`src/rtl/ps2_cmd_sender_if.sv`:
```
// Command request channel into the PS/2 command sender.
// A command transfers on a rising clk edge when cmd_valid && cmd_ready. Once the command is accepted,
// cmd_sel/cmd_val are don't-care, and cmd_ready stays low until the whole sequence has been sent.
interface ps2_cmd_sender_if;
  logic       cmd_valid;
  logic       cmd_ready;
  logic [1:0] cmd_sel;
  logic [2:0] cmd_val;

  modport master (output cmd_valid, cmd_sel, cmd_val, input cmd_ready);
  modport slave  (input cmd_valid, cmd_sel, cmd_val, output cmd_ready);
endinterface

```
`src/rtl/ps2_cmd_sender.sv`:
```
// Device-side PS/2 keyboard emulator: expands one command into its scancode sequence and
// shifts each byte out as an 11-bit PS/2 frame (start, 8 data LSB first, odd parity, stop).
module ps2_cmd_sender #(
  parameter int CLK_DIV    = 2500,
  parameter int GAP        = 5000,
  parameter int SEND_BREAK = 0
) (
  input  logic              clk,
  input  logic              reset,
  ps2_cmd_sender_if.slave   cmd,
  output logic              ps2_clk,
  output logic              ps2_data,
  output logic              busy,
  output logic              byte_done,
  output logic [1:0]        state_dbg
);

  localparam int HW = $clog2(CLK_DIV);
  localparam int GW = $clog2(GAP + 1);
  localparam logic [HW-1:0] HALF_LAST = HW'(CLK_DIV - 1);
  localparam logic [GW-1:0] GAP_LAST  = GW'(GAP - 1);

  typedef enum logic [1:0] {
    S_IDLE = 2'd0,
    S_LOAD = 2'd1,
    S_SEND = 2'd2,
    S_GAP  = 2'd3
  } state_t;

  state_t          state_q, state_d;
  logic [1:0]      sel_q, sel_d;
  logic [2:0]      val_q, val_d;
  logic [3:0]      idx_q, idx_d;
  logic [10:0]     shreg_q, shreg_d;
  logic [3:0]      bit_q, bit_d;
  logic [HW-1:0]   half_q, half_d;
  logic            phase_q, phase_d;
  logic [GW-1:0]   gap_q, gap_d;
  logic            clk_q, clk_d;
  logic            data_q, data_d;
  logic            done_q, done_d;

  logic            ready;
  logic [1:0]      key_num;
  logic            is_brk;
  logic [3:0]      last_idx;
  logic [7:0]      lvl_code, key_code, cur_byte;

  // Byte at the current index. With break codes each key occupies three slots: K, F0, K.
  always_comb begin
    key_num  = 2'd0;
    is_brk   = 1'b0;
    last_idx = 4'd0;
    if (SEND_BREAK != 0) begin
      case (idx_q)
        4'd0, 4'd1, 4'd2: key_num = 2'd0;
        4'd3, 4'd4, 4'd5: key_num = 2'd1;
        default:          key_num = 2'd2;
      endcase
      is_brk   = (idx_q == 4'd1) || (idx_q == 4'd4) || (idx_q == 4'd7);
      last_idx = (sel_q == 2'b10) ? 4'd2 : 4'd8;
    end else begin
      key_num  = idx_q[1:0];
      last_idx = (sel_q == 2'b10) ? 4'd0 : 4'd2;
    end

    case (val_q)
      3'd0:    lvl_code = 8'h16;
      3'd1:    lvl_code = 8'h1E;
      3'd2:    lvl_code = 8'h26;
      3'd3:    lvl_code = 8'h25;
      3'd4:    lvl_code = 8'h2E;
      3'd5:    lvl_code = 8'h36;
      3'd6:    lvl_code = 8'h3D;
      default: lvl_code = 8'h3E;
    endcase

    case (key_num)
      2'd0:    key_code = (sel_q == 2'b10) ? 8'h24 : 8'h5A;
      2'd1:    key_code = (sel_q == 2'b00) ? lvl_code : (val_q[0] ? 8'h33 : 8'h31);
      default: key_code = 8'h24;
    endcase

    cur_byte = is_brk ? 8'hF0 : key_code;
  end

  always_comb begin
    state_d = state_q;
    sel_d   = sel_q;
    val_d   = val_q;
    idx_d   = idx_q;
    shreg_d = shreg_q;
    bit_d   = bit_q;
    half_d  = half_q;
    phase_d = phase_q;
    gap_d   = gap_q;
    clk_d   = clk_q;
    data_d  = data_q;
    done_d  = 1'b0;

    case (state_q)
      S_IDLE: begin
        if (cmd.cmd_valid && (cmd.cmd_sel != 2'b11)) begin
          sel_d   = cmd.cmd_sel;
          val_d   = cmd.cmd_val;
          idx_d   = 4'd0;
          state_d = S_LOAD;
        end
      end
      S_LOAD: begin
        shreg_d = {1'b1, ~^cur_byte, cur_byte, 1'b0};
        bit_d   = 4'd0;
        half_d  = '0;
        phase_d = 1'b0;
        state_d = S_SEND;
      end
      S_SEND: begin
        // Data changes only at the start of a slot, so it is stable across the falling edge.
        if (!phase_q && (half_q == '0)) begin
          data_d  = shreg_q[0];
          shreg_d = {1'b1, shreg_q[10:1]};
        end
        clk_d = ~phase_q;
        if (half_q == HALF_LAST) begin
          half_d  = '0;
          phase_d = ~phase_q;
          if (phase_q) begin
            if (bit_q == 4'd10) begin
              gap_d   = '0;
              state_d = S_GAP;
            end else begin
              bit_d = bit_q + 4'd1;
            end
          end
        end else begin
          half_d = half_q + HW'(1);
        end
      end
      default: begin
        if (gap_q == '0) begin
          clk_d  = 1'b1;
          data_d = 1'b1;
          done_d = 1'b1;
        end
        if (gap_q == GAP_LAST) begin
          if (idx_q == last_idx) begin
            state_d = S_IDLE;
          end else begin
            idx_d   = idx_q + 4'd1;
            state_d = S_LOAD;
          end
        end else begin
          gap_d = gap_q + GW'(1);
        end
      end
    endcase
  end

  always_ff @(posedge clk or posedge reset) begin
    if (reset) begin
      state_q <= S_IDLE;
      sel_q   <= 2'b00;
      val_q   <= 3'd0;
      idx_q   <= 4'd0;
      shreg_q <= '1;
      bit_q   <= 4'd0;
      half_q  <= '0;
      phase_q <= 1'b0;
      gap_q   <= '0;
      clk_q   <= 1'b1;
      data_q  <= 1'b1;
      done_q  <= 1'b0;
    end else begin
      state_q <= state_d;
      sel_q   <= sel_d;
      val_q   <= val_d;
      idx_q   <= idx_d;
      shreg_q <= shreg_d;
      bit_q   <= bit_d;
      half_q  <= half_d;
      phase_q <= phase_d;
      gap_q   <= gap_d;
      clk_q   <= clk_d;
      data_q  <= data_d;
      done_q  <= done_d;
    end
  end

  assign ready         = (state_q == S_IDLE);
  assign cmd.cmd_ready = ready;
  assign busy          = ~ready;
  assign ps2_clk       = clk_q;
  assign ps2_data      = data_q;
  assign byte_done     = done_q;
  assign state_dbg     = state_q;

endmodule

```
`src/flat_wrapper.sv`:
```
// flat-port wrapper written by rule: the top's interface ports become plain ports
module ps2_cmd_sender_flat 
#(
  parameter int CLK_DIV    = 2500,
  parameter int GAP        = 5000,
  parameter int SEND_BREAK = 0
)
  (clk, reset, ps2_clk, ps2_data, busy, byte_done, state_dbg, cmd_cmd_valid, cmd_cmd_sel, cmd_cmd_val, cmd_cmd_ready);
  ps2_cmd_sender_if cmd_i ();
  input  logic clk;
  input  logic reset;
  output logic ps2_clk;
  output logic ps2_data;
  output logic busy;
  output logic byte_done;
  output logic [1:0] state_dbg;
  input wire logic [$bits(cmd_i.cmd_valid)-1:0] cmd_cmd_valid;
  input wire logic [$bits(cmd_i.cmd_sel)-1:0] cmd_cmd_sel;
  input wire logic [$bits(cmd_i.cmd_val)-1:0] cmd_cmd_val;
  output wire logic [$bits(cmd_i.cmd_ready)-1:0] cmd_cmd_ready;
  assign cmd_i.cmd_valid = cmd_cmd_valid;
  assign cmd_i.cmd_sel = cmd_cmd_sel;
  assign cmd_i.cmd_val = cmd_cmd_val;
  assign cmd_cmd_ready = cmd_i.cmd_ready;
  ps2_cmd_sender #(.CLK_DIV(CLK_DIV), .GAP(GAP), .SEND_BREAK(SEND_BREAK)) u_core (.clk(clk), .reset(reset), .cmd(cmd_i), .ps2_clk(ps2_clk), .ps2_data(ps2_data), .busy(busy), .byte_done(byte_done), .state_dbg(state_dbg));
endmodule
```
`config.mk`:
```
export PLATFORM = sky130hd
export DESIGN_NAME = ps2_cmd_sender_flat
export DESIGN_NICKNAME = d
export VERILOG_FILES = /design/src/rtl/ps2_cmd_sender_if.sv /design/src/rtl/ps2_cmd_sender.sv /design/src/flat_wrapper.sv
export SDC_FILE = /design/constraint.sdc
export NUM_CORES = 1
export LEC_CHECK = 0
export BUFFER_PORTS_ARGS = -buffer_cell sky130_fd_sc_hd__buf_2
export CAP_MARGIN = 15
export CORE_MARGIN = 1.5
export CORE_UTILIZATION = 58
export CTS_BUF_LIST = sky130_fd_sc_hd__clkbuf_4
export DETAILED_ROUTE_END_ITERATION = 8
export HOLD_SLACK_MARGIN = 0.05
export PLACE_DENSITY = 0.8
export RECOVER_POWER = 25
export SYNTH_ARGS = -nofsm -noshare
export SYNTH_HDL_FRONTEND = slang
export SYNTH_SLANG_ARGS = --single-unit
```
`constraint.sdc`:
```
create_clock -name clk -period 2.1 [get_ports clk]
set_input_delay 0.315 -clock clk [delete_from_list [all_inputs] [get_ports clk]]
set_output_delay 0.315 -clock clk [all_outputs]
set_load 0.005 [all_outputs]
```
==> impl_metrics.json <==
{
  "status": "complete, no violations",
  "dr_wl_met3_microns": 357,
  "root_buffer": "clkbuf_4",
  "post-route-util_pct": 66.8,
  "rsz0062_at_grt": "true",
  "synth_fa_ha_area_share_pct": 5.02,
  "cp_data_arrival_time_ns": 2.32,
  "die_area_sq_um": 6050,
  "antenna_found_initial": 0,
  "drc": 0,
  "fmax_ghz": 0.492,
  "p_leak_nw": 1.60,
  "grt_max_degree": 38,
  "drt-initial-drc-count": 188,
  "fin_crit_ns": 2.03,
  "drive_gt1_share_pct": 21.6,
  "io_pins": 15,
  "clock_latency_ns": 0.36,
  "first_global_vias": 2617,
  "dr.pass1.iters": 5,
  "layout_commonest_cell": "dfrtp_1",
  "cts_tree": "done",
  "ctsHtreeMaxLevel": 2,
  "synth_area_per_cell_sq_um": 8.98,
  "dieWidth_microns": 77.8,
  "holdWs_ns": 0.177,
  "synth-compound-area-share_pct": 16.8,
  "gp_congestion": 0.897,
  "clkTransAtPathRegs_ns": 0.14,
  "io_buffers": 14,
  "drt-total-wl_microns": 6920,
  "core_region_area_sq_um": 5440,
  "area.growth.synth_to_final_pct": 12.0,
  "top_layer_used": "met4",
  "crit_fanout": 6,
  "wl_per_cell_microns": 14.8,
  "dpl.hpwl_microns": 4990,
  "dp_slack_ns": 0.0724,
  "grt_first_pass_wirelength_microns": 11700,
  "cts_sinks": 54,
  "critical_path_required_ns": 2.39,
  "ys_types": 51,
  "power.total_mw": 3.79,
  "layout.nets": 414,
  "critPathKind": "register to register",
  "yosysWarnings": 0,
  "post_dp_cell_area_sq_um": 3520,
  "syn-instance-count": 361,
  "synthXorXnorAreaFrac_pct": 4.05,
  "viasPerCell": 5.94,
  "layout_common_cells": "dfrtp_1, nor2_1, nand2_1",
  "synth_top_family_by_area": "simple AND/OR/NAND/NOR gates",
  "fin_ws_ns": 0.0679,
  "antenna_cells": 0,
  "n_fill_cell": 446,
  "slew-limit-headroom_pct": 45.3,
  "ys_ff_latch": 54,
  "grt_usage_pct": 24.1,
  "wl_met2_microns": 3230,
  "slew_violations": 0,
  "stdcell_area_sq_um": 3630,
  "clk_path_buf_depth": 2,
  "syn_area_sq_um": 3240,
  "tightest_slew_ns": 0.821,
  "die_h_microns": 77.8,
  "hold_path.class": "input pin to register",
  "skew_ns": 0.00860,
  "finalCritPeriodShare_pct": 96.8,
  "cts_buffers": 5,
  "num_rows": 27,
  "synth_edf_count": 0,
  "setup_violations": 0,
  "grt_overflow_total": 0,
  "cap_viol_max_count": 0,
  "vias": 2768,
  "synthSimpleGateAreaFrac_pct": 23.5,
  "synth_mux_area_share_pct": 3.74,
  "met1_length_microns": 3240,
  "ys.flop_type": "dfrtp_1",
  "yosysSeqAreaShare_pct": 42.1,
  "end_kind": "register",
  "peakVddDrop_v": 0.000680,
  "hold_viol": 0,
  "p_per_area_nw_per_um2": 1040,
  "ant_nets": 0,
  "syn-num-nets": 382,
  "cp-start-kind": "register",
  "start_util_pct": 59.6,
  "async_flop_share_pct": 100
}
## power by group
group	internal (mW)	leakage (nW)	switching, mW	total, mW
registers	1.36	0.666	0.260	1.62
logic	0.752	0.898	0.943	1.69
clock network	0.173	0.0368	0.302	0.475
total	2.28	1.60	1.50	3.79
## worst paths after layout
check	startpoint	end	slack, ns	cells past startpoint
hold / removal	cmd_cmd_val[1]	u_core.val_q[1]	0.18	2
max in group asynchronous	reset	u_core.gap_q[11]	0.25	4
setup reg to reg	u_core.bit_q[0]	u_core.gap_q[12]	0.07	7
setup / recovery	u_core.bit_q[0]	u_core.gap_q[12]	0.07	7
min in group asynchronous	reset	u_core.val_q[2]	0.58	3
hold reg to reg	u_core.idx_q[3]	u_core.idx_q[3]	0.49	1
## logic make-up after synthesis
logic type | after synthesis
xor+xnor | 15
flops | 54
compound gates | 82
buf+inv | 40
mux | 11
fa+ha+maj | 13
simple gates | 146
## metal layers
layer | global-route usage (%) | vias to the layer above
met3 | 4.82 | 10
met4 | 8.55 | 0
met1 | 32.8 | 1332
met2 | 38.2 | 67
li1 | - | 1359
met5 | 0 | -
## layout make-up
type	instances	area [sq um]	area share [%]
Clock buffer	8	60.1	1.65
Sequential cell	54	1370	37.6
Timing Repair Buffer	43	288	7.93
Tap cell	72	90.1	2.48
Inverter	22	82.6	2.27
Multi-Input combinational cell	267	1740	48.0
## what timing repair did
| action | CTS | global route |
|---|---|---|
| hold buffers | 1 | 0 |
| hold endpoints to repair | 17 | 0 |
| resized for setup | 0 | 6 |
| endpoints found under the setup margin | 0 | 9 |
| buffers inserted | 0 | 5 |
## sequential cells by signal, summed over array words and instances, names as in the netlist, 2 cells and up
register / count
u_core.half_q: 12
u_core.state_dbg: 2
u_core.bit_q: 4
u_core.val_q: 3
u_core.gap_q: 13
u_core.sel_q: 2
u_core.idx_q: 4
u_core.shreg_q: 10
## through the flow
stage | setup TNS [ns] | std cells
floorplan | 0 | 361
finish | 0 | 466
CTS | 0 | 461
detailed placement | 0 | 452
global placement | 0 | 452
global route | -0.120 | 466
## worst max-delay path, cell delays in order, from the launching register on
cell,delay (ns)
dfrtp_1,0.42
inv_1,0.08
ha_1,0.14
and3b_1,0.24
o211ai_1,0.16
a21o_1,0.25
or4_1,0.51
a21oi_1,0.17
## cell usage after synthesis, types with 4 or more instances
cell       n  area share (%)
xnor2_1   10             2.7
a31oi_1    4            0.77
nor4_1     5            0.96
dfrtp_1   42              32
a21oi_1   17             2.6
clkbuf_1  15             1.7
nor3_1    11             1.7
mux2_2     9             3.1
nor2_1    33             3.8
or3_1      8             1.5
inv_1     22             2.5
nand4_1    9             1.7
dfstp_2   12             9.7
nand2_1   32             3.7
nand3_1   18             2.8
nand2b_1   6             1.2
o31ai_1    7             1.6
a211oi_1   6             1.4
xor2_1     5             1.4
o21ai_0   20             3.1
or4_1      4            0.93
a21o_1     4            0.93
ha_1      13             5.0
No activity file was read; power rests on OpenSTA's default activity.
